**config.mk**
```make
export PLATFORM = sky130hd
export DESIGN_NAME = count_uart_tx_flat
export DESIGN_NICKNAME = d
export VERILOG_FILES = /design/src/rtl/count_uart_tx_if.sv /design/src/rtl/count_uart_tx.sv /design/src/flat_wrapper.sv
export SDC_FILE = /design/constraint.sdc
export NUM_CORES = 1
export LEC_CHECK = 0
export ABC_CLOCK_PERIOD_IN_PS = 3200
export CORE_MARGIN = 1
export CORE_UTILIZATION = 57
export DETAILED_ROUTE_END_ITERATION = 8
export PLACE_DENSITY = 0.84
export SLEW_MARGIN = 20
export SYNTH_ARGS = -nofsm -noshare
export SYNTH_HDL_FRONTEND = slang
export SYNTH_SLANG_ARGS = --single-unit
```
**constraint.sdc**
```tcl
create_clock -name clk -period 3.2 [get_ports clk]
set_input_delay 0.64 -clock clk [delete_from_list [all_inputs] [get_ports clk]]
set_output_delay 0.64 -clock clk [all_outputs]
set_load 0.02 [all_outputs]
```
**src/rtl/count_uart_tx_if.sv**
```systemverilog
// Byte handshake between the counter stage and the UART serialiser.
// The counter side drives data/valid; the UART side answers with ready.
interface count_uart_tx_if;
  logic [7:0] in_data;
  logic       in_valid;
  logic       in_ready;

  modport master (output in_data, output in_valid, input in_ready);
  modport slave  (input in_data, input in_valid, output in_ready);
endinterface

```
**src/rtl/count_uart_tx.sv**
```systemverilog
// 8N1 UART transmitter for counter samples.
// Takes one byte per frame over valid/ready and drops anything offered while a
// frame is on the line. tx comes straight from a flop, so the pin never glitches.
module count_uart_tx #(
  parameter int unsigned CLKS_PER_BIT = 16
) (
  input  logic           clk,
  input  logic           rst_n,
  count_uart_tx_if.slave in_if,
  output logic           tx,
  output logic           busy
);

  // An out-of-range bit period is a build error, not a silent misbehaviour.
  generate
    if (CLKS_PER_BIT < 2 || CLKS_PER_BIT > 65535) begin : g_bad_param
      $error("count_uart_tx: CLKS_PER_BIT must be in 2..65535");
    end
  endgenerate

  localparam int CNT_W = $clog2(CLKS_PER_BIT);
  localparam logic [CNT_W-1:0] CNT_MAX = CNT_W'(CLKS_PER_BIT - 1);

  typedef enum logic [1:0] {
    IDLE  = 2'd0,
    START = 2'd1,
    DATA  = 2'd2,
    STOP  = 2'd3
  } state_t;

  state_t           state_reg;
  logic             tx_reg;
  logic [CNT_W-1:0] baud_cnt_reg;
  logic [2:0]       bit_idx_reg;
  logic [7:0]       shift_reg;
  logic             baud_end;

  // Last cycle of the current serial bit.
  assign baud_end = (baud_cnt_reg == CNT_MAX);

  // Frame sequencer: the next line level is registered together with each state change.
  always_ff @(posedge clk or negedge rst_n) begin
    if (!rst_n) begin
      state_reg    <= IDLE;
      tx_reg       <= 1'b1;
      baud_cnt_reg <= '0;
      bit_idx_reg  <= '0;
      shift_reg    <= '0;
    end else begin
      case (state_reg)
        IDLE: begin
          tx_reg <= 1'b1;
          if (in_if.in_valid) begin
            shift_reg    <= in_if.in_data;
            baud_cnt_reg <= '0;
            bit_idx_reg  <= '0;
            tx_reg       <= 1'b0;
            state_reg    <= START;
          end
        end
        START: begin
          if (baud_end) begin
            baud_cnt_reg <= '0;
            tx_reg       <= shift_reg[0];
            state_reg    <= DATA;
          end else begin
            baud_cnt_reg <= baud_cnt_reg + CNT_W'(1);
          end
        end
        DATA: begin
          if (baud_end) begin
            baud_cnt_reg <= '0;
            shift_reg    <= {1'b0, shift_reg[7:1]};
            bit_idx_reg  <= bit_idx_reg + 3'd1;
            if (bit_idx_reg == 3'd7) begin
              tx_reg    <= 1'b1;
              state_reg <= STOP;
            end else begin
              // shift_reg[1] is the bit that lands in position 0 after this shift.
              tx_reg <= shift_reg[1];
            end
          end else begin
            baud_cnt_reg <= baud_cnt_reg + CNT_W'(1);
          end
        end
        STOP: begin
          if (baud_end) begin
            baud_cnt_reg <= '0;
            tx_reg       <= 1'b1;
            state_reg    <= IDLE;
          end else begin
            baud_cnt_reg <= baud_cnt_reg + CNT_W'(1);
          end
        end
        default: begin
          tx_reg    <= 1'b1;
          state_reg <= IDLE;
        end
      endcase
    end
  end

  // Ready depends on state alone, so upstream never sees a path from its own valid.
  assign in_if.in_ready = (state_reg == IDLE);
  assign busy           = (state_reg != IDLE);
  assign tx             = tx_reg;

endmodule
```
**src/flat_wrapper.sv**
```systemverilog
// flat-port wrapper written by rule: the top's interface ports become plain ports
module count_uart_tx_flat 
#(
  parameter int unsigned CLKS_PER_BIT = 16
)
  (clk, rst_n, tx, busy, in_if_in_data, in_if_in_valid, in_if_in_ready);
  count_uart_tx_if in_if_i ();
  input  logic clk;
  input  logic rst_n;
  output logic tx;
  output logic busy;
  input wire logic [$bits(in_if_i.in_data)-1:0] in_if_in_data;
  input wire logic [$bits(in_if_i.in_valid)-1:0] in_if_in_valid;
  output wire logic [$bits(in_if_i.in_ready)-1:0] in_if_in_ready;
  assign in_if_i.in_data = in_if_in_data;
  assign in_if_i.in_valid = in_if_in_valid;
  assign in_if_in_ready = in_if_i.in_ready;
  count_uart_tx #(.CLKS_PER_BIT(CLKS_PER_BIT)) u_core (.clk(clk), .rst_n(rst_n), .in_if(in_if_i), .tx(tx), .busy(busy));
endmodule
```
==> results.yml <==
status:
  run_status: "finished, final reports clean"
critical_path:
  r2r_slack_ns: 1.17
  r2r_cells: 6
  worstReg2RegStart: "u_core.state_reg[0]"
  startpoint: "u_core.state_reg[0]"
  cp_data_required_time_ns: 2.56
  cp.arrival_ns: 1.78
  critPathKind: "reg -> out"
  cp-endpoint: "busy"
  cp_max_fo: 5
  r2r_end: "u_core.bit_idx_reg[1]"
  worst_setup_path_start_kind: "flop"
  worst_setup_path_end_kind: "primary output"
pwr:
  p_per_area_nw_per_um2: 294.1
  ir_drop_v: 0.0002234
  p_leak_uw: 0.0005671
synth:
  ys.flop_type: "dfrtp_1"
  synth_cells: 98
  async_flop_share: 1.000
  synth-edff-count: 0
  yosys_warnings: 0
  ys_ff_latch: 18
  ys_types: 29
  synth_nets: 117
  synth_area_um2: 1062
  ys_seq_area_frac: 0.4252
  synth_area_per_cell_um2: 10.84
timing:
  min_period_ns: 2.417
  finalCritPeriodShare: 0.7554
  final-setup-viol-count: 0
  hold_violations: 0
  relSlewSlack: 0.4564
  fin_skew_ns: 0.01068
  tightest_slew_ns: 0.8129
  hold-worst-slack_ns: 0.5038
  max_freq_mhz: 413.7
  setup_tns_ns: 0
  rsz0062_at_grt: "no"
  slew_violations: 0
placement:
  numPortBuffers: 13
  place_congestion: 0.7479
  dp_hpwl_mm: 1.402
routing:
  drtAntennaViolNets: 0
  drc: 0
  num_vias: 762
  firstDrtPassIters: 4
  first_iter_violations: 16
  viasPerCell: 5.562
  wl_per_cell_um: 13.75
  wl_mm: 1.884
clock_tree:
  cts_tree: "built"
  cts_root_buf: "clkbuf_4"
  clock_latency_ns: 0.29
  ctsHoldBuffers: 0
  cts_resized: 0
  cts_num_sinks: 18
  cts_buffers: 3
  cts_max_path_buffers: 2
  path_clk_slew_ns: 0.09
  htreeDepth: 1
  post_cts_buffers: 0
floorplan:
  io_pins: 14
  die_w_um: 45.17
  die_h_um: 45.17
  rows: 15
  die_area_um2: 2040
  initial_utilization: 0.6086
  core_um2: 1745
global_route:
  grt_pass1_wl_mm: 3.153
  overflow: 0
  antenna_found_initial: 0
  grt_pass1_vias: 751
  grtUsageTotal: 0.2189
  grt_max_degree: 19
cells_and_area:
  nFillCells: 131
  largest_reg_flops: 8
  layout.nets: 132
  layout-drive-gt1-share: 0.1607
  layout_commonest_cell: "dfrtp_1"
  antenna_cells: 0
  mostFrequentLayoutCells: "dfrtp_1 (17), clkdlybuf4s50_1 (13), mux2i_1 (10)"
  area_growth_pct: 15.31
hold_path:
  min_path_cells: 2
  hold_start: "u_core.baud_cnt_reg[1]"
  hp-class: "reg -> reg"
flow_run:
  drv_cap: 0
==> logic make-up after synthesis <==
family	count (synthesis)	synth area share
fa+ha+maj	8	0.09423
mux	12	0.1154
simple gates	29	0.1496
flops	18	0.4252
buf+inv	8	0.04475
compound gates	23	0.1708
==> area by class of cell <==
cell class                      instances  area (um^2)  area share
Tap cell                               25        31.28     0.02554
Inverter                                4        15.01     0.01226
Timing Repair Buffer                   14        137.6      0.1124
Clock buffer                            4        26.28     0.02145
Multi-Input combinational cell         72        563.0      0.4597
Sequential cell                        18        451.7      0.3687
==> routing by layer <==
metal / up-vias / track usage / wire length (um)
li1: 379 / - / -
met1: 366 / 0.2850 / 888
met2: 13 / 0.3565 / 913
met3: 4 / 0.03600 / 51
met4: 0 / 0.09697 / 31
met5: - / 0 / 0
==> worst max-delay path, stage by stage (launching register included) <==
cell	delay, ns
dfrtp_1	0.39
inv_1	0.10
ha_1	0.28
inv_1	0.12
clkdlybuf4s50_1	0.61
==> how the worst min path moves through the flow <==
stage          slack (ns)                     end
6_report             0.50  u_core.baud_cnt_reg[1]
5_1_grt              0.57  u_core.baud_cnt_reg[1]
4_1_cts              0.51  u_core.baud_cnt_reg[1]
3_5_place_dp         0.49  u_core.baud_cnt_reg[1]
3_3_place_gp         0.50  u_core.baud_cnt_reg[1]
2_1_floorplan        0.34  u_core.baud_cnt_reg[0]
==> where the power goes <==
part           internal (uW)  total [uW]  switching [uW]  leakage, uW
Clock                   48.4         116            67.2    0.0000150
Combinational           11.0        17.3            6.28     0.000329
Sequential               227         227               0     0.000223
Total                    287         360            73.5     0.000567
==> Yosys cell counts, types with 2 or more instances <==
library cell | n | share of area
nand2_1 | 5 | 0.018
nand3_1 | 2 | 0.0094
a22o_2 | 3 | 0.028
inv_1 | 4 | 0.014
buf_2 | 2 | 0.0094
a21oi_1 | 5 | 0.024
a22o_1 | 2 | 0.016
nand3b_1 | 2 | 0.014
nor2_2 | 2 | 0.012
mux2_2 | 2 | 0.021
ha_1 | 8 | 0.094
nor2_1 | 8 | 0.028
o21ai_0 | 5 | 0.024
dfrtp_1 | 17 | 0.40
nor3_1 | 4 | 0.019
buf_6 | 2 | 0.021
a21oi_2 | 2 | 0.016
mux2i_1 | 10 | 0.094
a22oi_1 | 2 | 0.014
nand2b_1 | 2 | 0.012
==> through the flow <==
step                      utilization  cell area (um^2)  instances  power [uW]  worst slack (ns)
final                          0.7018              1225        137       360.2            0.7828
after CTS                      0.7018              1225        137       363.8            0.8038
after global routing           0.7018              1225        137       377.7            0.7265
after detailed placement       0.6867              1199        133       249.4            0.9300
after floorplan                     -              1062         98       232.3             1.491
after global placement         0.6867              1199        133       248.9             1.013
Note: power is estimated with default switching activity, not from simulation.
